### src/rtl/sdu_pkg.sv
// Shared types and helpers for the serial debug unit probe dump engine.
package sdu_pkg;

    typedef enum logic [2:0] {
        IDLE, IDX, COLON, DATA, CR, LF, NEXT, FIN
    } state_t;

    localparam logic [7:0] ASC_COLON = 8'h3A;
    localparam logic [7:0] ASC_CR    = 8'h0D;
    localparam logic [7:0] ASC_LF    = 8'h0A;
    localparam logic [7:0] ASC_BANG  = 8'h21;

    function automatic logic [7:0] hex2asc(input logic [3:0] nib);
        return (nib < 4'd10) ? (8'h30 + {4'h0, nib}) : (8'h37 + {4'h0, nib});
    endfunction

    function automatic int imax(input int a, input int b);
        return (a > b) ? a : b;
    endfunction

endpackage

### src/rtl/sdu_hex_ser.sv
// Presents the top ndig nibbles of a word as uppercase ASCII hex, MSB first,
// one digit per valid/ready transfer.
module sdu_hex_ser
    import sdu_pkg::*;
#(
    parameter int SW = 32,
    parameter int CW = 4
) (
    input  logic          clk,
    input  logic          rst,
    input  logic          load,
    input  logic [SW-1:0] word,
    input  logic [CW-1:0] ndig,
    input  logic          ready,
    output logic [7:0]    data,
    output logic          valid,
    output logic          last
);

    logic [SW-1:0] sh;
    logic [CW-1:0] cnt;

    // The digit on offer is always the top nibble; a transfer shifts the next one up.
    always_ff @(posedge clk or posedge rst) begin
        if (rst) begin
            sh  <= '0;
            cnt <= '0;
        end else if (load) begin
            sh  <= word;
            cnt <= ndig;
        end else if (valid && ready) begin
            sh  <= sh << 4;
            cnt <= cnt - 1'b1;
        end
    end

    assign valid = (cnt != '0);
    assign last  = (cnt == CW'(1));
    assign data  = hex2asc(sh[SW-1 -: 4]);

endmodule

### src/rtl/sdu_probe_dump.sv
// Snapshot NCH probe channels on a start pulse and stream one or all of them
// as "<idx>:<hex>\r\n" lines into a byte-wide valid/ready sink.
module sdu_probe_dump
    import sdu_pkg::*;
#(
    parameter int NCH  = 16,
    parameter int DW   = 32,
    parameter int SELW = $clog2(NCH),
    parameter int IDXD = (SELW + 3) / 4
) (
    input  logic                clk,
    input  logic                rst,
    input  logic                start,
    input  logic                mode,
    input  logic [SELW-1:0]     ch_sel,
    input  logic [NCH*DW-1:0]   probe,
    output logic [7:0]          tx_data,
    output logic                tx_valid,
    input  logic                tx_ready,
    output logic                busy,
    output logic                done,
    output logic                err
);

    localparam int SW   = imax(DW, 4 * IDXD);
    localparam int MAXD = imax(IDXD, DW / 4);
    localparam int CW   = $clog2(MAXD + 1);
    localparam logic [SELW:0] NCH_W   = (SELW + 1)'(NCH);
    localparam logic [SELW:0] LAST_CH = (SELW + 1)'(NCH - 1);

    state_t              state, state_n;
    logic [SELW:0]       c, c_n;
    logic                mode_r, bad_r;
    logic [NCH*DW-1:0]   snap;
    logic [DW-1:0]       snap_word;
    logic                accept, bad_in;

    logic                ser_ld, ser_ready, ser_valid, ser_last;
    logic [SW-1:0]       ld_word;
    logic [CW-1:0]       ld_ndig;
    logic [7:0]          ser_data;

    // The index field is left-aligned in the serializer word so it shifts out MSB first.
    function automatic logic [SW-1:0] idx_word(input logic [SELW:0] v);
        logic [4*IDXD-1:0] f;
        f = (4 * IDXD)'(v);
        return SW'(f) << (SW - 4 * IDXD);
    endfunction

    assign accept    = (state == IDLE) && start;
    assign bad_in    = !mode && ({1'b0, ch_sel} >= NCH_W);
    assign snap_word = snap[c[SELW-1:0]*DW +: DW];
    assign ser_ready = tx_ready && ((state == IDX) || (state == DATA));
    assign busy      = (state != IDLE) && (state != FIN);
    assign done      = (state == FIN);

    sdu_hex_ser #(.SW(SW), .CW(CW)) u_ser (
        .clk   (clk),
        .rst   (rst),
        .load  (ser_ld),
        .word  (ld_word),
        .ndig  (ld_ndig),
        .ready (ser_ready),
        .data  (ser_data),
        .valid (ser_valid),
        .last  (ser_last)
    );

    always_ff @(posedge clk or posedge rst) begin
        if (rst) begin
            state  <= IDLE;
            c      <= '0;
            mode_r <= 1'b0;
            bad_r  <= 1'b0;
            snap   <= '0;
            err    <= 1'b0;
        end else begin
            state <= state_n;
            c     <= c_n;
            if (accept) begin
                snap   <= probe;
                mode_r <= mode;
                bad_r  <= bad_in;
                err    <= 1'b0;
            end else if ((state == COLON) && bad_r && tx_ready) begin
                err <= 1'b1;
            end
        end
    end

    always_comb begin
        state_n  = state;
        c_n      = c;
        ser_ld   = 1'b0;
        ld_word  = '0;
        ld_ndig  = '0;
        tx_valid = 1'b0;
        tx_data  = 8'h00;
        case (state)
            IDLE: begin
                if (start) begin
                    if (bad_in) begin
                        // Out-of-range select reuses COLON to emit '!' then CR LF.
                        state_n = COLON;
                        c_n     = '0;
                    end else begin
                        state_n = IDX;
                        c_n     = mode ? '0 : {1'b0, ch_sel};
                        ser_ld  = 1'b1;
                        ld_word = idx_word(c_n);
                        ld_ndig = CW'(IDXD);
                    end
                end
            end
            IDX: begin
                tx_valid = ser_valid;
                tx_data  = ser_data;
                if (tx_ready && ser_valid && ser_last) state_n = COLON;
            end
            COLON: begin
                tx_valid = 1'b1;
                tx_data  = bad_r ? ASC_BANG : ASC_COLON;
                if (tx_ready) begin
                    if (bad_r) begin
                        state_n = CR;
                    end else begin
                        state_n = DATA;
                        ser_ld  = 1'b1;
                        ld_word = SW'(snap_word) << (SW - DW);
                        ld_ndig = CW'(DW / 4);
                    end
                end
            end
            DATA: begin
                tx_valid = ser_valid;
                tx_data  = ser_data;
                if (tx_ready && ser_valid && ser_last) state_n = CR;
            end
            CR: begin
                tx_valid = 1'b1;
                tx_data  = ASC_CR;
                if (tx_ready) state_n = LF;
            end
            LF: begin
                tx_valid = 1'b1;
                tx_data  = ASC_LF;
                // The NEXT decision is folded into the LF transfer so lines run back to back.
                if (tx_ready) begin
                    if (mode_r && !bad_r && (c < LAST_CH)) begin
                        state_n = IDX;
                        c_n     = c + 1'b1;
                        ser_ld  = 1'b1;
                        ld_word = idx_word(c_n);
                        ld_ndig = CW'(IDXD);
                    end else begin
                        state_n = FIN;
                    end
                end
            end
            FIN: begin
                state_n = IDLE;
            end
            default: begin
                state_n = IDLE;
            end
        endcase
    end

endmodule

### config.mk
export PLATFORM = sky130hd
export DESIGN_NAME = sdu_probe_dump
export DESIGN_NICKNAME = d
export VERILOG_FILES = /design/src/rtl/sdu_pkg.sv /design/src/rtl/sdu_hex_ser.sv /design/src/rtl/sdu_probe_dump.sv
export SDC_FILE = /design/constraint.sdc
export NUM_CORES = 2
export LEC_CHECK = 0
export CAP_MARGIN = 10
export CORE_ASPECT_RATIO = 1.5
export CORE_MARGIN = 2
export CORE_UTILIZATION = 45
export CTS_BUF_LIST = sky130_fd_sc_hd__clkbuf_8
export CTS_CLUSTER_DIAMETER = 60
export DETAILED_ROUTE_END_ITERATION = 8
export PLACE_DENSITY = 0.75
export SETUP_SLACK_MARGIN = 0.15
export SYNTH_ARGS = -nofsm -noshare
export SYNTH_HDL_FRONTEND = slang
export SYNTH_HIERARCHICAL = 1
export SYNTH_SLANG_ARGS = --single-unit
### constraint.sdc
create_clock -name clk -period 25.2 [get_ports clk]
set_input_delay 6.3 -clock clk [delete_from_list [all_inputs] [get_ports clk]]
set_output_delay 6.3 -clock clk [all_outputs]
set_load 0.01 [all_outputs]
==> metrics.txt <==
# TYPE chip_impl_metric gauge
chip_impl_info{name="outcome",value="completed"} 1
chip_impl_metric{name="fmax",unit="MHz"} 105.7
chip_impl_metric{name="setup_ws",unit="ps"} 15740
chip_impl_metric{name="wire_per_inst",unit="um"} 20.80
chip_impl_metric{name="viasPerCell",unit=""} 5.173
chip_impl_metric{name="synth.yosys.seq_area_share",unit="%"} 54.04
chip_impl_metric{name="wire_length_of_the_first_global_routing_pass",unit="mm"} 125.7
chip_impl_metric{name="die_area",unit="um2"} 59290
chip_impl_metric{name="numPortBuffers",unit=""} 530
chip_impl_metric{name="detailedPlacementHpwl",unit="mm"} 60.25
chip_impl_metric{name="grt_antenna_before_repair",unit=""} 43
chip_impl_metric{name="area_growth_from_synthesis_to_layout",unit="%"} 29.23
chip_impl_metric{name="die_x",unit="um"} 199.5
chip_impl_metric{name="tritoncts.num_buffers",unit=""} 86
chip_impl_metric{name="synth_edf_count",unit=""} 0
chip_impl_metric{name="overall_via_count_from_detail_route",unit=""} 20930
chip_impl_info{name="synth_top_area_cells",value="sky130_fd_sc_hd__dfrtp_1 54%, sky130_fd_sc_hd__nand2_1 23%, sky130_fd_sc_hd__mux4_2 13%"} 1
chip_impl_metric{name="yosysUniqueCellTypes",unit=""} 52
chip_impl_metric{name="clk_path_buf_depth",unit=""} 3
chip_impl_info{name="tritoncts",value="yes"} 1
chip_impl_info{name="postSynth.topFlopCell",value="sky130_fd_sc_hd__dfrtp_1"} 1
chip_impl_info{name="worstSetupStartpointType",value="register"} 1
chip_impl_metric{name="num_io_pins",unit=""} 533
chip_impl_metric{name="syn_inst",unit=""} 2722
chip_impl_metric{name="ctsResizeCount",unit=""} 0
chip_impl_metric{name="grt_pass1_vias",unit=""} 21240
chip_impl_metric{name="detailedPlace.worstSlack",unit="ps"} 15380
chip_impl_metric{name="timing.critical_path.slowest_cell_delay",unit="ps"} 570
chip_impl_metric{name="postLayoutCellArea",unit="um2"} 33330
chip_impl_metric{name="clkSinkCount",unit=""} 557
chip_impl_info{name="crit_type",value="reg -> out"} 1
chip_impl_metric{name="period_share",unit="%"} 37.54
chip_impl_metric{name="crit_arrival",unit="ps"} 3160
chip_impl_metric{name="synth_largest_type_area_fraction",unit="%"} 54.04
chip_impl_metric{name="vdd_ir_drop_max",unit="mV"} 0.06339
chip_impl_info{name="synth_commonest_cells",value="1,568 x sky130_fd_sc_hd__nand2_1, 557 x sky130_fd_sc_hd__dfrtp_1, 151 x sky130_fd_sc_hd__mux4_2"} 1
chip_impl_metric{name="cts.repair_timing.setup_buffer_count",unit=""} 0
chip_impl_metric{name="wirelength",unit="mm"} 84.17
chip_impl_metric{name="finalHoldViolations",unit=""} 0
chip_impl_metric{name="drt_first_pass_iters",unit=""} 5
chip_impl_metric{name="drt.antenna.violating_nets",unit=""} 0
chip_impl_metric{name="crit_path_max_fanout",unit=""} 35
chip_impl_metric{name="floorplan.die.height",unit="um"} 297.2
chip_impl_info{name="cell_type_with_the_highest_aggregate_area_in_the_netlist",value="sky130_fd_sc_hd__dfrtp_1"} 1
chip_impl_metric{name="path_clk_slew",unit="ps"} 60
chip_impl_info{name="cp_cell_sequence",value="inv_1, ha_1, nor3b_4, buf_4, inv_2, a21oi_1, o21ai_0, clkdlybuf4s50_1"} 1
chip_impl_metric{name="timing.critical_path.required",unit="ps"} 18900
chip_impl_info{name="yosysMostFrequentCell",value="sky130_fd_sc_hd__nand2_1"} 1
chip_impl_metric{name="detailedRoute.firstIterationViolations",unit=""} 1623
chip_impl_metric{name="placedCellCount",unit=""} 3856
chip_impl_metric{name="floorplan.initialDensity",unit="%"} 45.44
chip_impl_info{name="critical_path.endpoint_type",value="primary output"} 1
chip_impl_metric{name="grt.overflow.total",unit=""} 0
chip_impl_metric{name="clk_latency",unit="ps"} 670
chip_impl_metric{name="post-route-drc-count",unit=""} 0
chip_impl_metric{name="ys_seq_elements",unit=""} 557
chip_impl_info{name="crit_family",value="buffers and inverters"} 1
chip_impl_info{name="cpMaxStageDelayCell",value="sky130_fd_sc_hd__clkdlybuf4s50_1"} 1
chip_impl_metric{name="holdWs",unit="ps"} 469.5
chip_impl_metric{name="worst_slew_pin_slew",unit="ps"} 1031
chip_impl_metric{name="timing.max_slew.rel_slack",unit="%"} 31.26
chip_impl_info{name="hold_path.class",value="reg -> reg"} 1
chip_impl_metric{name="ys_async_sr_fraction",unit="%"} 100.0
chip_impl_metric{name="number_of_nets_in_the_finished_design",unit=""} 3706
chip_impl_metric{name="critPathBufInv",unit=""} 4
chip_impl_metric{name="syn_area",unit="um2"} 25790
chip_impl_metric{name="clock-skew-final",unit="ps"} 32.14
chip_impl_metric{name="stdcell_count",unit=""} 4046
chip_impl_metric{name="maximum_number_of_pins_on_one_net_before_global_route_repair",unit=""} 219
chip_impl_metric{name="layout-drive-gt1-share",unit="%"} 9.643
chip_impl_metric{name="leakage",unit="uW"} 0.01622
chip_impl_metric{name="cts_hold_buf",unit=""} 0
chip_impl_metric{name="min_period",unit="ps"} 9461
chip_impl_metric{name="groute.usage.overall",unit="%"} 28.62
chip_impl_metric{name="coreArea",unit="um2"} 56760
chip_impl_metric{name="timing.setup.tns",unit="ps"} 0
chip_impl_metric{name="setup_viol",unit=""} 0
chip_impl_info{name="root_buffer",value="sky130_fd_sc_hd__clkbuf_8"} 1
chip_impl_metric{name="power-per-cell-area",unit="nW/um2"} 119.3
chip_impl_info{name="rsz0062_at_grt",value="no"} 1
chip_impl_metric{name="max_cap_viol_count",unit=""} 0
chip_impl_metric{name="syn-mean-instance-area",unit="um2"} 9.476
chip_impl_metric{name="gpl.final_weighted_congestion",unit=""} 0.8641
chip_impl_metric{name="ys_warn_count",unit=""} 6
chip_impl_metric{name="detailed_place.area",unit="um2"} 31440
chip_impl_metric{name="htree_num_levels",unit=""} 3
chip_impl_metric{name="rows",unit=""} 107
chip_impl_metric{name="final-max-slew-violation-count",unit=""} 0
## cell type report
cell class | count | area (um2)
fill | 4907 | 23430
sequential | 557 | 13950
multi-input combinational | 1964 | 10960
timing repair buffer | 554 | 5510
clock buffer | 112 | 1541
tap | 763 | 954.7
clock inverter | 41 | 256.5
antenna | 37 | 92.59
inverter | 18 | 75.07
## worst reg2reg max path, cell delays in order, from the launching register on
cell and delay (ps):
sky130_fd_sc_hd__dfrtp_1 710, sky130_fd_sc_hd__or4b_4 860, sky130_fd_sc_hd__buf_4 900, sky130_fd_sc_hd__buf_4 940, sky130_fd_sc_hd__nand2_1 260, sky130_fd_sc_hd__nand2_1 110
## cells in the final DEF, fill, tap and decap left out, types with 10 or more instances in the layout
| master | instances |
|---|---|
| sky130_fd_sc_hd__a21oi_1 | 18 |
| sky130_fd_sc_hd__clkbuf_8 | 112 |
| sky130_fd_sc_hd__clkdlybuf4s50_1 | 530 |
| sky130_fd_sc_hd__inv_1 | 42 |
| sky130_fd_sc_hd__o21ai_0 | 45 |
| sky130_fd_sc_hd__mux4_2 | 151 |
| sky130_fd_sc_hd__diode_2 | 37 |
| sky130_fd_sc_hd__mux2i_1 | 12 |
| sky130_fd_sc_hd__dfrtp_1 | 554 |
| sky130_fd_sc_hd__buf_4 | 22 |
| sky130_fd_sc_hd__a31oi_1 | 31 |
| sky130_fd_sc_hd__nor2_1 | 10 |
| sky130_fd_sc_hd__a2bb2oi_1 | 29 |
| sky130_fd_sc_hd__and2_1 | 28 |
| sky130_fd_sc_hd__nand2_1 | 1568 |
## registers in the layout (all words and copies together) (netlist names)
name       flops
u_ser/sh      32
mode_r         1
u_ser/cnt      4
snap         512
state          3
c              5
## path summary, 6_finish.rpt
check | from | to | slack (ps) | cells after the start
setup reg to reg | state[0] | snap[278] | 21350 | 5
max in group asynchronous | rst | snap[316] | 16900 | 4
hold / removal | snap[269] | snap[269] | 470 | 2
min in group asynchronous | rst | u_ser/sh[23] | 6230 | 3
setup / recovery | u_ser/cnt[0] | tx_valid | 15740 | 8
hold reg to reg | snap[269] | snap[269] | 470 | 2
## logic make-up (layout without fill, tap and decap cells)
logic type / Yosys count / in the layout / share of synthesized area (%)
simple gates: 1640 / 1640 / 24.64
flops: 557 / 557 / 54.04
buf+inv: 203 / 725 / 3.531
mux: 165 / 165 / 13.74
compound gates: 148 / 148 / 3.730
fa+ha+maj: 4 / 4 / 0.1940
xor+xnor: 3 / 3 / 0.1019
other cells: 2 / 41 / 0.02912
## power breakdown
part,total (uW),switching (uW),internal [uW],leakage (uW)
Clock,791,363,428,0.00103
Sequential,1570,271,1300,0.00700
Combinational,1610,876,737,0.00819
Total,3980,1510,2470,0.0162
## per-layer routing
metal  vias up  track usage [%]  part of all wire [%]
li1       9784                -                     -
met1     10250            35.30                    38
met2       715            47.54                    51
met3       172            5.193                   5.6
met4        12            15.40                   4.7
met5         -                0                 0.094
## through the flow
stage | total power (uW) | utilization, %
floorplan | 2617 | -
global placement | 3168 | 55.39
detailed placement | 3218 | 55.39
CTS | 4022 | 58.56
global route | 4239 | 58.71
finish | 3977 | 58.72
Note: power is estimated with default switching activity, not from simulation.
==> patch 1: new RTL, same flow settings <==
Change the parameter `DW` from 32 to 16.
--- a/src/rtl/sdu_probe_dump.sv
+++ b/src/rtl/sdu_probe_dump.sv
@@ -4,7 +4,7 @@
     import sdu_pkg::*;
 #(
     parameter int NCH  = 16,
-    parameter int DW   = 32,
+    parameter int DW   = 16,
     parameter int SELW = $clog2(NCH),
     parameter int IDXD = (SELW + 3) / 4
 ) (
Interface: changed (resized probe); port bits go from 533 to 277. No check against the original RTL was run, so the function may have changed too.
==> patch 1 against the original RTL <==
Via count fell by 48%; cell area fell by 48%; synthesized area fell by 48%; sequential share of layout area fell by 0.64 points; utilization fell by 0.15 points; wire length fell by 54%; power fell by 48%; setup slack improved by 0.46 ns; count of clock-buffer cells in the layout fell by 53; sequential cell count fell by 273; global-route usage fell by 3.8 points; clock skew fell by 0.017 ns.
==> patch 1: results (changes against the original RTL) <==
[metrics] outcome: finished, final reports clean
[metrics] quantity of I/O buffers inserted on ports: 274 (-48%)
[metrics] capture point of the worst reg-to-reg path: u_ser/sh[5]
[metrics] highest achievable clock rate: 0.111 GHz (+5.1%)
[metrics] half-perimeter wire length after detailed placement: 26900 um (-55%)
[metrics] leading post-synthesis cells by instance count: nand2_1, dfrtp_1, mux4_2, clkbuf_1, buf_2
[metrics] share of final-layout standard cells stronger than drive strength 1: 0.0910 (-0.00541)
[metrics] Worst IR Drop VDD: 0.0632 mV (-0.33%)
[metrics] largest net degree at the start of global routing: 261 (+19%)
[metrics] worst reg-to-reg setup slack: 21.73 ns (+0.38 ns)
[metrics] routability cong.: 0.877 (+1.5%)
[metrics] latest clock arrival within the worst-skew pair: 0.57 ns (-0.10 ns)
[metrics] data arrival at the endpoint of the critical path: 2.70 ns (-0.46 ns)
[metrics] Layout fillers: 2585 (-47%)
[metrics] number of violations reported at the end of detailed-routing iteration 0: 772 (-52%)
[metrics] skew final: 0.0147 ns (-0.0175 ns)
[metrics] worst slack at placement: 15.87 ns (+0.494 ns)
[metrics] drt wl/cell: 18.2 um (-12%)
[metrics] registers with the highest flip-flop counts: snap: 256 flops, u_ser/sh: 16 flops, c: 5 flops
[metrics] stage delay of the slowest cell on the critical path: 0.52 ns (-0.05 ns)
[metrics] top post-synthesis cells by area: dfrtp_1, nand2_1, mux4_2
[metrics] leakage power summed over all cells: 8.36 nW (-48%)
[metrics] via total after detailed routing: 11000 (-48%)
[metrics] total global-route track usage: 0.248 (-0.0379)
[metrics] Unique masters post-synth: 55 (+5.8%)
-- patch 1: cell count changes after synthesis, moves of 29 or more --
cell	delta
a2bb2oi_1	-29
a31oi_1	-29
clkbuf_1	-62
dfrtp_1	-273
mux4_2	-82
nand2_1	-776
o21ai_0	-30
-- patch 1: report_power, final --
group	switching [mW]	leakage (nW)	internal [mW]
logic	0.452	4.26	0.392
clock network	0.183	0.527	0.209
registers	0.149	3.57	0.668
total	0.784	8.36	1.27
-- patch 1: worst min-delay path, cell delays in order (launching register included) --
cell     delay (ns)
dfrtp_1        0.34
nand2_1        0.05
nand2_1        0.05
-- patch 1: kinds of logic after synthesis --
| group | count (synthesis) | synth area share |
|---|---|---|
| fa+ha+maj | 5 | 0.00464 |
| xor+xnor | 3 | 0.00195 |
| buf+inv | 111 | 0.0401 |
| compound gates | 80 | 0.0420 |
| other cells | 2 | 0.000557 |
| simple gates | 873 | 0.257 |
| flops | 284 | 0.527 |
| mux | 84 | 0.126 |
-- patch 1: worst min path at each step --
stage | from | to | slack [ns] | depth (start not counted)
floorplan | snap[102] | snap[102] | 0.44 | 2
global placement | snap[170] | snap[170] | 0.45 | 2
detailed placement | snap[106] | snap[106] | 0.46 | 2
CTS | snap[106] | snap[106] | 0.47 | 2
global route | snap[80] | snap[80] | 0.48 | 2
finish | snap[57] | snap[57] | 0.47 | 2
-- patch 1: metal layers --
layer,part of all wire,vias to the layer above,track usage
li1,-,5160,-
met1,0.38,5352,0.300
met2,0.51,350,0.423
met3,0.048,99,0.0416
met4,0.058,0,0.139
met5,0,-,0
-- patch 1: layout make-up --
| class | instances | area [sq um] | share of cell area |
|---|---|---|---|
| well taps | 395 | 494 | 0.0286 |
| multi-input cells | 1048 | 5850 | 0.339 |
| clock inverters | 22 | 93.8 | 0.00543 |
| flip-flops and latches | 284 | 7110 | 0.412 |
| inverters | 19 | 81.3 | 0.00471 |
| repair buffers | 282 | 2820 | 0.163 |
| clock buffers | 59 | 812 | 0.0470 |
| diodes | 3 | 7.51 | 0.000435 |
-- patch 1: metrics by stage --
stage / instances / cell area [sq um] / hold WS [ns]
2_1_floorplan: 1443 / 13500 / 0.440
5_1_grt: 2111 / 17300 / 0.480
4_1_cts: 2109 / 17300 / 0.472
3_5_place_dp: 2028 / 16400 / 0.457
6_report: 2112 / 17300 / 0.469
3_3_place_gp: 2028 / 16400 / 0.453
==> patch 2: new RTL, config.mk and constraints unchanged <==
Made on the original files. Re-encode `state_t` (8 states) as one-hot, 8 bits wide.
--- a/src/rtl/sdu_pkg.sv
+++ b/src/rtl/sdu_pkg.sv
@@ -1,8 +1,8 @@
 // Shared types and helpers for the serial debug unit probe dump engine.
 package sdu_pkg;
 
-    typedef enum logic [2:0] {
-        IDLE, IDX, COLON, DATA, CR, LF, NEXT, FIN
+    typedef enum logic [7:0] {
+        IDLE = 8'b00000001, IDX = 8'b00000010, COLON = 8'b00000100, DATA = 8'b00001000, CR = 8'b00010000, LF = 8'b00100000, NEXT = 8'b01000000, FIN = 8'b10000000
     } state_t;
 
     localparam logic [7:0] ASC_COLON = 8'h3A;
Formal check against the unedited RTL: same outputs for any inputs over 4 cycles, from zero or initial values and one cycle with rst high; so few cycles prove little.
==> patch 2 against the original RTL <==
Count of clock-buffer cells in the layout down 4; cell area hardly changed; cell count shrank 25%; wire length fell by 7.4%; critical path type unchanged; register-to-register slack lost 0.85 ns; sequential cell count is 4 higher; synthesized area shrank 0.65%; critical endpoint unchanged; setup slack got worse by 0.63 ns; combinational power is 12% higher; power grew 7.1%.
==> patch 2: results (changes against the original RTL) <==
[metrics] cells on worst reg2reg path: 6 (+1)
[metrics] number of violations reported at the end of detailed-routing iteration 0: 1001 (-38%)
[metrics] number of instances in the synthesized netlist: 1671 (-39%)
[metrics] top post-synthesis cells by area: dfrtp_1, mux2_2, mux4_2
[metrics] registers with the highest flip-flop counts: snap: 512 flops, u_ser/sh: 32 flops, state: 7 flops
[metrics] outcome: finished, final reports clean
[metrics] capture point of the worst reg-to-reg path: snap[122]
[metrics] Unique masters post-synth: 59 (+13%)
[metrics] final wirelength: 78000 um (-7.4%)
[metrics] worst hold stages: 1 (-1)
[metrics] cell count after placement: 2855 (-26%)
[metrics] share of synthesized area occupied by flip-flops and latches: 0.548 (+0.00749)
[metrics] quantity of I/O buffers inserted on ports: 530 (unchanged)
[metrics] latest clock arrival within the worst-skew pair: 0.70 ns (+0.03 ns)
[metrics] WHS Endpoint: snap[253]
[metrics] drt wl/cell: 25.6 um (+23%)
[metrics] total global-route track usage: 0.267 (-0.0196)
[metrics] final layout net count: 2709 (-27%)
[metrics] leakage power summed over all cells: 13.4 nW (-18%)
[metrics] via count of the first global-routing pass: 18500 (-13%)
[metrics] largest net degree at the start of global routing: 185 (-16%)
[metrics] first-pass iteration count of the detailed router: 7 (+2)
[metrics] skew final: 0.0252 ns (-0.00693 ns)
[metrics] half-perimeter wire length after detailed placement: 57000 um (-5.4%)
[metrics] share of final-layout standard cells stronger than drive strength 1: 0.314 (+0.217)
[metrics] Worst IR Drop VDD: 0.0729 mV (+15%)
[metrics] number of antenna violations at the first check in global routing: 31 (-28%)
[metrics] hold wc startpoint: snap[253]
[patch 2: changes by cell type after synthesis, moves of 9 or more]
cell	before	now
nand2_1	1568	21
mux2_2	2	413
mux2_1	0	100
clkbuf_1	108	50
a22oi_1	3	29
and2_1	28	5
mux4_2	151	128
a221oi_1	1	15
a22o_1	1	14
buf_1	16	4
nor2_1	10	22
buf_2	47	56
[patch 2: stage by stage]
step,worst slack (ns),hold WS (ns)
floorplan,4.23,0.452
global placement,14.82,0.461
detailed placement,14.86,0.470
CTS,15.11,0.484
global route,14.96,0.505
finish,15.11,0.482
[patch 2: final cells by class]
class,instances,area (sq um)
fillers,4457,23200
flip-flops and latches,561,14000
multi-input cells,959,10800
repair buffers,551,5500
clock buffers,108,1490
well taps,763,955
clock inverters,55,377
inverters,21,86.3
diodes,24,60.1
[patch 2: worst max path at each step]
stage / start / end / cells past startpoint
after global placement: start / snap[353] / 7
after detailed placement: start / snap[91] / 7
after global routing: u_ser/cnt[0] / tx_valid / 6
after floorplan: rst / c[0] / 1
final: u_ser/cnt[0] / tx_valid / 6
after CTS: u_ser/cnt[0] / tx_valid / 6
[patch 2: cell families after synthesis]
logic type,Yosys count,synth area share
multiplexers,649,0.341
flip-flops,561,0.548
AO/OA/AOI/OAI,211,0.0572
buffers and inverters,153,0.0310
AND/OR/NAND/NOR,85,0.0186
XOR/XNOR,6,0.00205
adder cells (fa/ha/maj),4,0.00195
other,2,0.000293
[patch 2: where the power goes]
group / switching (mW) / leakage (nW) / internal, mW / total, mW
clock network: 0.379 / 1.08 / 0.433 / 0.812
logic: 0.835 / 5.67 / 0.971 / 1.81
registers: 0.274 / 6.63 / 1.36 / 1.64
[patch 2: worst max-delay path, stage by stage (launching register included)]
cell             delay (ns)
dfrtp_1                0.41
inv_1                  0.10
ha_1                   0.21
nor3b_4                0.99
inv_2                  0.58
a21o_1                 0.30
clkdlybuf4s50_1        0.48
[patch 2: metal layers]
layer	share of wire	wire length [um]	vias to the layer above	global-route usage
li1	-	-	7383	-
met1	0.37	28500	8704	0.302
met2	0.52	40800	623	0.469
met3	0.071	5520	136	0.0693
met4	0.039	3020	14	0.123
met5	0.0013	101	-	0
